===== src/rtl/decoder_pkg.sv =====
// Shared types for the decoder/scan block: request modes and controller states.
package decoder_pkg;

  // Request mode as carried on in_mode.
  typedef enum logic [1:0] {
    MODE_ONEHOT = 2'b00,
    MODE_THERMO = 2'b01,
    MODE_SCAN   = 2'b10,
    MODE_RSVD   = 2'b11
  } mode_t;

  // Controller states. The fourth encoding is unused and falls back to IDLE behaviour.
  typedef enum logic [1:0] {
    IDLE = 2'b00,
    HOLD = 2'b01,
    SCAN = 2'b10
  } state_t;

endpackage


===== src/rtl/decoder_core.sv =====
// Combinational code generator: turns a select index and a mode into an OUT_W-bit code.
// ONEHOT and SCAN both produce a one-hot code; THERMO fills bits 0..sel; reserved gives zero.
module decoder_core
  import decoder_pkg::*;
#(
  parameter int SEL_W = 3
) (
  input  logic [SEL_W-1:0]        sel,
  input  mode_t                   mode,
  output logic [(1<<SEL_W)-1:0]   code
);

  localparam int OUT_W = 1 << SEL_W;

  logic is_onehot;
  logic is_thermo;

  assign is_onehot = (mode == MODE_ONEHOT) || (mode == MODE_SCAN);
  assign is_thermo = (mode == MODE_THERMO);

  // One comparator per output bit against that bit's own index.
  genvar gi;
  generate
    for (gi = 0; gi < OUT_W; gi++) begin : g_bit
      localparam logic [SEL_W-1:0] IDX = SEL_W'(gi);
      assign code[gi] = is_thermo ? (IDX <= sel) :
                        is_onehot ? (sel == IDX) : 1'b0;
    end
  endgenerate

endmodule


===== src/rtl/decoder_scan.sv =====
// Decoder with a valid/ready front and back end. Single-shot modes emit one beat
// (HOLD); SCAN mode walks a one-hot code from bit 0 up to the latched select index.
module decoder_scan
  import decoder_pkg::*;
#(
  parameter int SEL_W = 3
) (
  input  logic                   clk,
  input  logic                   rst_n,
  input  logic                   in_valid,
  output logic                   in_ready,
  input  logic [SEL_W-1:0]       in_sel,
  input  logic [1:0]             in_mode,
  output logic                   out_valid,
  input  logic                   out_ready,
  output logic [(1<<SEL_W)-1:0]  out,
  output logic                   busy
);

  localparam int               OUT_W = 1 << SEL_W;
  localparam logic [SEL_W-1:0] ONE   = SEL_W'(1);

  state_t            state_q, state_d;
  logic [OUT_W-1:0]  out_q, out_d;
  logic [SEL_W-1:0]  cnt_q, cnt_d;
  logic [SEL_W-1:0]  last_q, last_d;

  mode_t             in_mode_e;
  logic              accept;
  logic [SEL_W-1:0]  core_sel;
  mode_t             core_mode;
  logic [OUT_W-1:0]  core_code;

  assign in_mode_e = mode_t'(in_mode);
  assign accept    = in_valid && in_ready;
  assign out_valid = (state_q == HOLD) || (state_q == SCAN);
  assign busy      = (state_q == SCAN);
  assign out       = out_q;

  // Front-end handshake: free in IDLE, chained to the consumer in HOLD, closed while scanning.
  always_comb begin
    case (state_q)
      HOLD:    in_ready = out_ready;
      SCAN:    in_ready = 1'b0;
      default: in_ready = 1'b1;
    endcase
  end

  // Steer the shared decoder: next scan step while scanning, otherwise the incoming request
  // (a new scan always starts at bit 0).
  always_comb begin
    core_sel  = in_sel;
    core_mode = in_mode_e;
    if (state_q == SCAN) begin
      core_sel  = cnt_q + ONE;
      core_mode = MODE_ONEHOT;
    end else if (in_mode_e == MODE_SCAN) begin
      core_sel  = '0;
    end
  end

  decoder_core #(
    .SEL_W (SEL_W)
  ) u_core (
    .sel  (core_sel),
    .mode (core_mode),
    .code (core_code)
  );

  // Next-state logic: accept a request, retire a HOLD beat, or advance/finish a scan.
  always_comb begin
    state_d = state_q;
    out_d   = out_q;
    cnt_d   = cnt_q;
    last_d  = last_q;
    if (accept) begin
      out_d = core_code;
      if (in_mode_e == MODE_SCAN) begin
        state_d = SCAN;
        cnt_d   = '0;
        last_d  = in_sel;
      end else begin
        state_d = HOLD;
      end
    end else begin
      case (state_q)
        HOLD: begin
          if (out_ready) state_d = IDLE;
        end
        SCAN: begin
          if (out_ready) begin
            if (cnt_q == last_q) begin
              state_d = IDLE;
            end else begin
              cnt_d = cnt_q + ONE;
              out_d = core_code;
            end
          end
        end
        default: ;
      endcase
    end
  end

  // State registers; reset drops any pending beat immediately.
  always_ff @(posedge clk or negedge rst_n) begin
    if (!rst_n) begin
      state_q <= IDLE;
      out_q   <= '0;
      cnt_q   <= '0;
      last_q  <= '0;
    end else begin
      state_q <= state_d;
      out_q   <= out_d;
      cnt_q   <= cnt_d;
      last_q  <= last_d;
    end
  end

endmodule


===== config.mk =====
export PLATFORM = sky130hd
export DESIGN_NAME = decoder_scan
export DESIGN_NICKNAME = d
export VERILOG_FILES = /design/src/rtl/decoder_pkg.sv /design/src/rtl/decoder_core.sv /design/src/rtl/decoder_scan.sv
export SDC_FILE = /design/constraint.sdc
export NUM_CORES = 1
export LEC_CHECK = 0
export ABC_AREA = 1
export BUFFER_PORTS_ARGS = -buffer_cell sky130_fd_sc_hd__buf_2
export CORE_MARGIN = 5
export CORE_UTILIZATION = 30
export CTS_BUF_LIST = sky130_fd_sc_hd__clkbuf_2 sky130_fd_sc_hd__clkbuf_4 sky130_fd_sc_hd__clkbuf_8
export CTS_CLUSTER_DIAMETER = 60
export DETAILED_ROUTE_END_ITERATION = 12
export PLACE_DENSITY_LB_ADDON = 0.08
export SLEW_MARGIN = 20
export SYNTH_ARGS = -nofsm -noshare
export SYNTH_HDL_FRONTEND = slang
export SYNTH_HIERARCHICAL = 1
export SYNTH_SLANG_ARGS = --single-unit

===== constraint.sdc =====
create_clock -name clk -period 4.5 [get_ports clk]
set_clock_uncertainty 0.1 [all_clocks]
set_input_delay 0.225 -clock clk [delete_from_list [all_inputs] [get_ports clk]]
set_output_delay 0.225 -clock clk [all_outputs]
set_load 0.02 [all_outputs]

==> results of run 1 <==
cell usage in the layout (no fill, tap or decap), drive strengths merged:
| cell | n |
|---|---|
| nand2 | 63 |
| inv | 16 |
| buf | 19 |
| nand3 | 18 |
| dfrtp | 16 |
| nand4 | 3 |
| clkbuf | 4 |
| o21ai | 8 |
| nand3b | 1 |
| ha | 4 |
| a21oi | 2 |
| dlygate4sd3 | 1 |
| xor2 | 1 |
| xnor2 | 1 |
| nor2 | 14 |
power by group through the flow:
stage,Sequential [mW],Combinational (mW),Clock [mW]
6_report,0.238,0.419,0.0963
5_1_grt,0.247,0.487,0.108
4_1_cts,0.239,0.427,0.102
3_5_place_dp,0.242,0.426,0
3_3_place_gp,0.240,0.428,0
2_1_floorplan,0.272,0.291,0
kinds of logic after synthesis:
kind of cell,Yosys count,share of synthesized area
simple gates,99,0.431
xor+xnor,2,0.0163
fa+ha+maj,4,0.0466
buf+inv,17,0.0663
flops,16,0.373
compound gates,10,0.0675
tightest hold or removal path, cell delays in order:
cell and delay, ns:
buf_2 0.09, nand2_1 0.05, nand2_1 0.06
area by class of cell:
type	count	area [um2]	share of cell area
Clock buffer	4	36.3	0.0287
Sequential cell	16	400	0.317
Tap cell	46	57.6	0.0456
Timing Repair Buffer	20	105	0.0833
Multi-Input combinational cell	115	603	0.478
Inverter	16	60.1	0.0476
stage by stage:
step / utilization / cells
detailed placement: 0.359 / 212
floorplan: - / 148
global route: 0.372 / 217
CTS: 0.372 / 217
finish: 0.372 / 217
global placement: 0.359 / 212
per-layer routing:
layer | global-route usage | vias to the layer above | routed length (um)
met5 | 0 | - | 0
met1 | 0.148 | 410 | 1180
li1 | - | 515 | -
met4 | 0.0426 | 0 | 20
met3 | 0.0258 | 2 | 102
met2 | 0.173 | 17 | 1030
worst max path at each step:
stage	start	cells past startpoint	end	slack (ns)
after floorplan	state_q[0]	11	out[1]	2.69
after global routing	state_q[0]	9	out[0]	2.42
after global placement	state_q[0]	9	out[0]	2.68
after detailed placement	state_q[0]	9	out[0]	2.65
final	state_q[0]	9	out[0]	2.62
after CTS	state_q[0]	6	in_ready	2.60
Yosys cell counts, types with 2 or more instances:
master,count,area share
ha_1,4,0.047
nand2_1,59,0.21
nand2_2,3,0.017
nand3_1,15,0.070
nor2_1,11,0.038
nand3_4,2,0.033
nand4_1,3,0.017
o21ai_0,5,0.023
dfrtp_1,16,0.37
nor2_2,2,0.012
o21ai_2,2,0.016
inv_2,4,0.014
inv_1,12,0.042
registers in the layout, indices dropped and copies added (netlist names):
signal / count
last_q: 3
out: 8
cnt_q: 3
state_q: 2
==> flow_summary.json, run 1 <==
{
  "hold_slack_ns": 0.0692,
  "postCtsHoldBufs": 1,
  "period_share": 0.419,
  "p_per_area_nw_per_um2": 597,
  "wl_per_cell_um": 10.8,
  "h-tree-depth": 1,
  "diodes": 0,
  "cp_max_fo": 7,
  "timing.rr.end": "out[0]",
  "vdd_drop_max_mv": 0.187,
  "hold_viol_final": 0,
  "post_cts_buffers": 0,
  "fmax_mhz": 531,
  "syn_to_final_growth_pct": 17.5,
  "initial_core_util": 0.317,
  "ys_seq_area_frac": 0.373,
  "holdPathEnd": "last_q[1]",
  "leakage_nw": 0.704,
  "sequentialPowerShare": 0.316,
  "synth_seq_cells": 16,
  "dr.pass1.iters": 4,
  "syn_nets": 161,
  "cell_internal_pwr_uw": 387,
  "drt_wl_total_mm": 2.33,
  "timing.rr.start": "state_q[0]",
  "tightestPinTransition_ns": 0.402,
  "die_area_um2": 4880,
  "maxSlewViolCount": 0,
  "dp_slack_ns": 2.65,
  "combPwrFrac": 0.556,
  "antenna_found_initial": 0,
  "switching_share": 0.487,
  "setup_viol": 0,
  "clk_path_buf_depth": 2,
  "coreArea_um2": 3390,
  "drive_gt1_frac": 0.240,
  "p_total_uw": 754,
  "netlist_area_um2": 1070,
  "numCtsBuffers": 3,
  "min_from": "in_sel[1]",
  "path_buf_inv": 3,
  "routabilityCongestion": 0.786,
  "cts_root_buffer": "clkbuf_4",
  "rsz0062_at_grt": "false",
  "r2r_slack_ns": 2.62,
  "cts.clk_slew.worst_paths_ns": 0.10,
  "cap_violations": 0,
  "drt-initial-drc-count": 35,
  "dp_hpwl_mm": 1.91,
  "reg2reg_depth": 9,
  "grt_overflow": 0,
  "critPathCaptureType": "flip-flop",
  "final_net_count": 185,
  "die_x_um": 69.9,
  "grt_first_pass_wirelength_mm": 4.44,
  "cp_slowest_stage_delay_ns": 0.41,
  "clockPowerShare": 0.128,
  "path_cells": "inv_1 > ha_1 > inv_2 > o21ai_0 > inv_1 > o21ai_0 > nor2_1 > nand3_1 > nand2_1",
  "die_y_um": 69.9,
  "ys_types": 23,
  "antenna_left": 0,
  "synth_edf_count": 0,
  "post-route-min-period_ns": 1.88,
  "port_buffers": 19,
  "worst_path_max_delay_cell": "dfrtp_1",
  "grt_pass1_vias": 978,
  "async_reset_ff_frac": 1.00,
  "clkLatencyLatePin_ns": 0.28,
  "fin_setup_tns_ns": 0,
  "ys.flop_type": "dfrtp_1",
  "critPathKind": "reg -> reg",
  "netlist_instances": 148,
  "cts.sinks": 16,
  "vias_per_cell": 4.35,
  "relSlewSlack": 0.731,
  "place_area_um2": 1220,
  "startpoint_type": "flip-flop",
  "vias": 944,
  "fillCellCount": 381,
  "holdPathStages": 3,
  "status": "completed",
  "crit_family": "compound AO/OA/AOI/OAI gates",
  "rows": 21,
  "grt.total_usage": 0.111,
  "grt_max_degree": 17,
  "hold_path.class": "in -> reg",
  "worstPathRequired_ns": 4.59,
  "critPathArrivalTime_ns": 1.97,
  "yosysWarningCount": 6,
  "netSwitchingPower_uw": 367,
  "finalWorstSetupSlack_ns": 2.62,
  "drc": 0,
  "fin_area_um2": 1260,
  "postCtsResizedCells": 0,
  "avgSynthCellArea_um2": 7.26,
  "cts_tree": "done",
  "ioPinCount": 20
}
No activity file was read; power rests on OpenSTA's default activity.
==> run 2, diff against run 1 <==
- clock period: 4.5 -> 1.5 ns (I/O delays scaled with it)
==> run 2 against run 1 <==
The run now ends with setup timing left. Final area increased by 33%. Die area stayed put. Clock power rose to 2.9 times the previous value. Critical path depth decreased by 2. Combinational power grew to 4.7 times the previous value. Count of clock-buffer cells in the layout stayed put. Flip-flop and latch count is the same. Final cell count up 9.7%. Sequential share of layout area down 7.7 points. Worst hold slack better by 0.063 ns. Critical path type is now reg -> out. Critical endpoint is now in_ready.
==> flow_summary.json, run 2 (synthesis gave the netlist of run 1 again) <==
{
  "largest_reg_flops": 8,
  "p_per_area_nw_per_um2": 1760,
  "hold_slack_ns": 0.132,
  "critPathKind": "reg -> out",
  "grt.total_usage": 0.127,
  "die_x_um": 69.9,
  "cts_root_buffer": "clkbuf_4",
  "numCtsBuffers": 3,
  "wl_per_cell_um": 12.0,
  "cap_violations": 0,
  "final_net_count": 206,
  "rows": 21,
  "vias_per_cell": 4.53,
  "dr.pass1.iters": 4,
  "p_total_mw": 2.96,
  "final_cell_mix": "52 x nand2_1, 17 x buf_2, 14 x dfrtp_1, 11 x nand3_1, 10 x buf_6",
  "period_share": 1.11,
  "vdd_drop_max_mv": 0.671,
  "hold_viol_final": 0,
  "violations": "setup timing",
  "cts.clk_slew.worst_paths_ns": 0.10,
  "diodes": 0,
  "clkLatencyLatePin_ns": 0.28,
  "timing.rr.end": "state_q[1]",
  "relSlewSlack": 0.742,
  "cp_max_fo": 3,
  "syn_to_final_growth_pct": 56.3,
  "drt_wl_total_mm": 2.85,
  "critPathCaptureType": "output port",
  "post-route-min-period_ns": 1.67,
  "finalWorstSetupSlack_ns": -0.169,
  "die_area_um2": 4880,
  "vias": 1079,
  "maxSlewViolCount": 0,
  "r2r_slack_ns": -0.14,
  "fin_area_um2": 1680,
  "place_area_um2": 1310,
  "worstPathRequired_ns": 1.32,
  "die_y_um": 69.9,
  "h-tree-depth": 1,
  "routabilityCongestion": 0.787,
  "drive_gt1_frac": 0.464,
  "grtUsageMet3": 0.0244,
  "clk_path_buf_depth": 2,
  "cts_tree": "done",
  "grt_overflow": 0,
  "antenna_left": 0,
  "final_util": 0.496,
  "status": "finished, violations left",
  "antenna_found_initial": 0,
  "path_buf_inv": 5,
  "drc": 0,
  "cp_common_cell": "buf_6",
  "cp_slowest_stage_delay_ns": 0.45,
  "use_met2": 0.218,
  "reg2reg_depth": 9,
  "cts.sinks": 16,
  "critPathArrivalTime_ns": 1.49,
  "startpoint_type": "flip-flop",
  "fmax_mhz": 599,
  "dp_hpwl_mm": 2.13,
  "initial_core_util": 0.317,
  "tightestPinTransition_ns": 0.386,
  "layout_commonest_cell": "nand2_1",
  "leakage_nw": 0.860,
  "ioPinCount": 20,
  "top_usage_layer": "met2",
  "path_cells": "buf_12 > ha_4 > inv_4 > buf_6 > o21ai_4 > buf_6 > buf_6",
  "fin_cells": 238,
  "timing.rr.start": "state_q[0]",
  "drt-initial-drc-count": 41,
  "hold_path.class": "in -> async",
  "setup_viol": 18,
  "coreArea_um2": 3390,
  "rsz0062_at_grt": "true",
  "grt_max_degree": 17,
  "grt_pass1_vias": 1109,
  "grt_first_pass_wirelength_mm": 5.02,
  "placedCellCount": 220,
  "crit_family": "buffers and inverters",
  "grtUsageMet1": 0.158,
  "worst_path_max_delay_cell": "dfrtp_2",
  "port_buffers": 19
}
[run 2: cell count changes in the layout (fill, tap and decap cells not counted), sizes merged]
cell	before	now
dlygate4sd3	1	4
buf	19	37
[run 2: through the flow]
step                      TNS (ns)  worst slack (ns)
after floorplan           -0.00121          -0.00121
after global placement       -1.81            -0.173
after detailed placement     -1.94            -0.182
after CTS                    -1.76            -0.204
after global routing         -3.67            -0.300
final                        -1.91            -0.169
[run 2: worst max path at each step]
stage	from	slack, ns	end	cells past startpoint
after floorplan	state_q[1]	-0.001	state_q[0]	7
final	state_q[0]	-0.17	in_ready	7
after detailed placement	state_q[1]	-0.18	cnt_q[0]	9
after CTS	state_q[1]	-0.20	in_ready	7
after global placement	state_q[1]	-0.17	cnt_q[2]	9
after global routing	state_q[0]	-0.30	out[2]	11
[run 2: layer usage]
layer,routed length [um],share of wire
met1,1300,0.46
met2,1410,0.49
met3,102,0.036
met4,36,0.013
met5,0,0
[run 2: timing repair]
item | in CTS | in global routing
pin swaps | 12 | 6
resized for setup | 32 | 19
setup buffers | 7 | 3
endpoints found under the hold margin | 19 | 0
endpoints found under the setup margin | 17 | 18
hold buffers | 4 | 0
[run 2: cell type report]
class,count,area (um2)
clock buffer,4,36.3
timing repair buffer,41,338
fill,325,1710
tap,46,57.6
sequential,16,403
inverter,16,72.6
multi-input combinational,115,773
[run 2: power by group]
group	total (mW)	leakage [nW]	switching, mW	internal [mW]
sequential	0.714	0.205	0.111	0.603
combinational	1.97	0.634	1.12	0.843
clock	0.284	0.0210	0.136	0.148
total	2.96	0.860	1.37	1.59
==> run 3, diff against run 2 <==
- PLACE_DENSITY_LB_ADDON: 0.08 -> 0.15
- REMOVE_ABC_BUFFERS: not set -> 1
==> run 3 against run 2 <==
The flow still finishes with violations (setup timing). Routed wire length grew 2.9%. Combinational power grew 7%. Largest cell class unchanged. Count of clock-buffer cells in the layout is the same. Largest power group unchanged.
==> flow_summary.json, run 3 (synthesis gave the netlist of run 1 again) <==
{
  "worstPathRequired_ns": 1.32,
  "period_share": 1.12,
  "die_area_um2": 4880,
  "sequentialPowerShare": 0.227,
  "h-tree-depth": 1,
  "drt-initial-drc-count": 59,
  "maxSlewViolCount": 0,
  "critPathKind": "reg -> out",
  "combPwrFrac": 0.674,
  "initial_core_util": 0.317,
  "cp_max_fo": 5,
  "die_x_um": 69.9,
  "cap_violations": 0,
  "hold_viol_final": 0,
  "clk_path_buf_depth": 2,
  "fmax_mhz": 595,
  "drive_gt1_frac": 0.474,
  "dr.pass1.iters": 4,
  "coreArea_um2": 3390,
  "grtUsageMet3": 0.0215,
  "relSlewSlack": 0.739,
  "antenna_found_initial": 0,
  "multi_input_area_um2": 777,
  "final_cell_mix": "46 x nand2_1, 16 x buf_2, 15 x nand3_1, 15 x dfrtp_1, 12 x buf_6",
  "leakage_nw": 0.903,
  "wl_per_cell_um": 12.1,
  "largest_reg_flops": 8,
  "drt_wl_total_mm": 2.93,
  "fin_setup_tns_ns": -2.30,
  "rsz0062_at_grt": "true",
  "vias": 1116,
  "switching_share": 0.463,
  "netSwitchingPower_mw": 1.44,
  "dp_slack_ns": -0.232,
  "layout_commonest_cell": "nand2_1",
  "cts.clk_slew.worst_paths_ns": 0.11,
  "vias_per_cell": 4.61,
  "syn_to_final_growth_pct": 61.7,
  "drc": 0,
  "clkLatencyLatePin_ns": 0.30,
  "r2r_slack_ns": -0.17,
  "timing.rr.start": "state_q[1]",
  "grt_pass1_vias": 1192,
  "placedCellCount": 229,
  "fillCellCount": 317,
  "post-route-min-period_ns": 1.68,
  "routabilityCongestion": 0.858,
  "grt_max_degree": 17,
  "grt_first_pass_wirelength_mm": 5.29,
  "violations": "setup timing",
  "dp_hpwl_mm": 2.04,
  "startpoint_type": "flip-flop",
  "finalWorstSetupSlack_ns": -0.180,
  "use_met2": 0.227,
  "antenna_left": 0,
  "rows": 21,
  "setup_viol": 17,
  "top_usage_layer": "met2",
  "p_per_area_nw_per_um2": 1790,
  "status": "finished, violations left",
  "cts_root_buffer": "clkbuf_4",
  "vdd_drop_max_mv": 0.836,
  "ioPinCount": 20,
  "clockPowerShare": 0.099,
  "tightestPinTransition_ns": 0.392,
  "cts_tree": "done",
  "cts.sinks": 16,
  "final_util": 0.513,
  "numCtsBuffers": 3,
  "seq_area_um2": 402,
  "port_buffers": 19,
  "grt_overflow": 0,
  "diodes": 0,
  "fin_cells": 242,
  "cell_internal_pwr_mw": 1.67,
  "critPathArrivalTime_ns": 1.50,
  "hold_path.class": "in -> async",
  "final_net_count": 210,
  "critPathCaptureType": "output port",
  "grtUsageMet1": 0.159,
  "die_y_um": 69.9,
  "timing.rr.end": "cnt_q[1]",
  "grt.total_usage": 0.129,
  "reg2reg_depth": 9
}
run 3: worst max-delay path by stage:
| stage | start | endpoint | slack (ns) |
|---|---|---|---|
| after floorplan | state_q[0] | out[1] | -0.31 |
| after global placement | state_q[0] | out[1] | -0.24 |
| after detailed placement | state_q[0] | out[1] | -0.23 |
| after CTS | state_q[1] | in_ready | -0.17 |
| after global routing | state_q[1] | out[5] | -0.29 |
| final | state_q[0] | in_ready | -0.18 |
run 3: area by class of cell:
| class | instances | share of cell area |
|---|---|---|
| Multi-Input combinational cell | 115 | 0.447 |
| Clock buffer | 4 | 0.0209 |
| Timing Repair Buffer | 45 | 0.229 |
| Sequential cell | 16 | 0.231 |
| Inverter | 16 | 0.0389 |
| Tap cell | 46 | 0.0331 |
run 3: stage by stage:
stage,area (um2),hold slack [ns],total power [mW]
global placement,1360,-0.0798,2.23
finish,1740,0.112,3.11
floorplan,1060,-0.321,1.67
global route,1740,0.171,3.36
detailed placement,1360,-0.0712,2.25
CTS,1630,0.121,2.93
run 3: what timing repair did:
item | 4_1_cts | 5_1_grt
cloned | 1 | 0
setup buffers | 2 | 2
endpoints found under the setup margin | 18 | 19
resized for setup | 44 | 27
hold buffers | 4 | 0
endpoints found under the hold margin | 19 | 0
pin swaps | 10 | 12
run 3: metal layers:
layer	part of all wire	routed length, um	vias to the layer above
met5	0	0	-
li1	-	-	563
met3	0.029	84	2
met4	0.011	33	0
met1	0.44	1300	539
met2	0.52	1510	12
run 3: critical path: stages, from the launching register on:
cell     delay (ns)
dfrtp_1        0.42
inv_2          0.09
ha_4           0.16
inv_4          0.05
buf_6          0.12
nand2_4        0.06
o21ai_2        0.06
buf_4          0.13
buf_6          0.12
run 3: power by group through the flow:
stage | sequential, mW | clock [mW] | combinational [mW]
6_report | 0.705 | 0.307 | 2.10
5_1_grt | 0.727 | 0.325 | 2.31
4_1_cts | 0.698 | 0.312 | 1.92
3_5_place_dp | 0.697 | 0 | 1.55
3_3_place_gp | 0.691 | 0 | 1.54
2_1_floorplan | 0.815 | 0 | 0.856
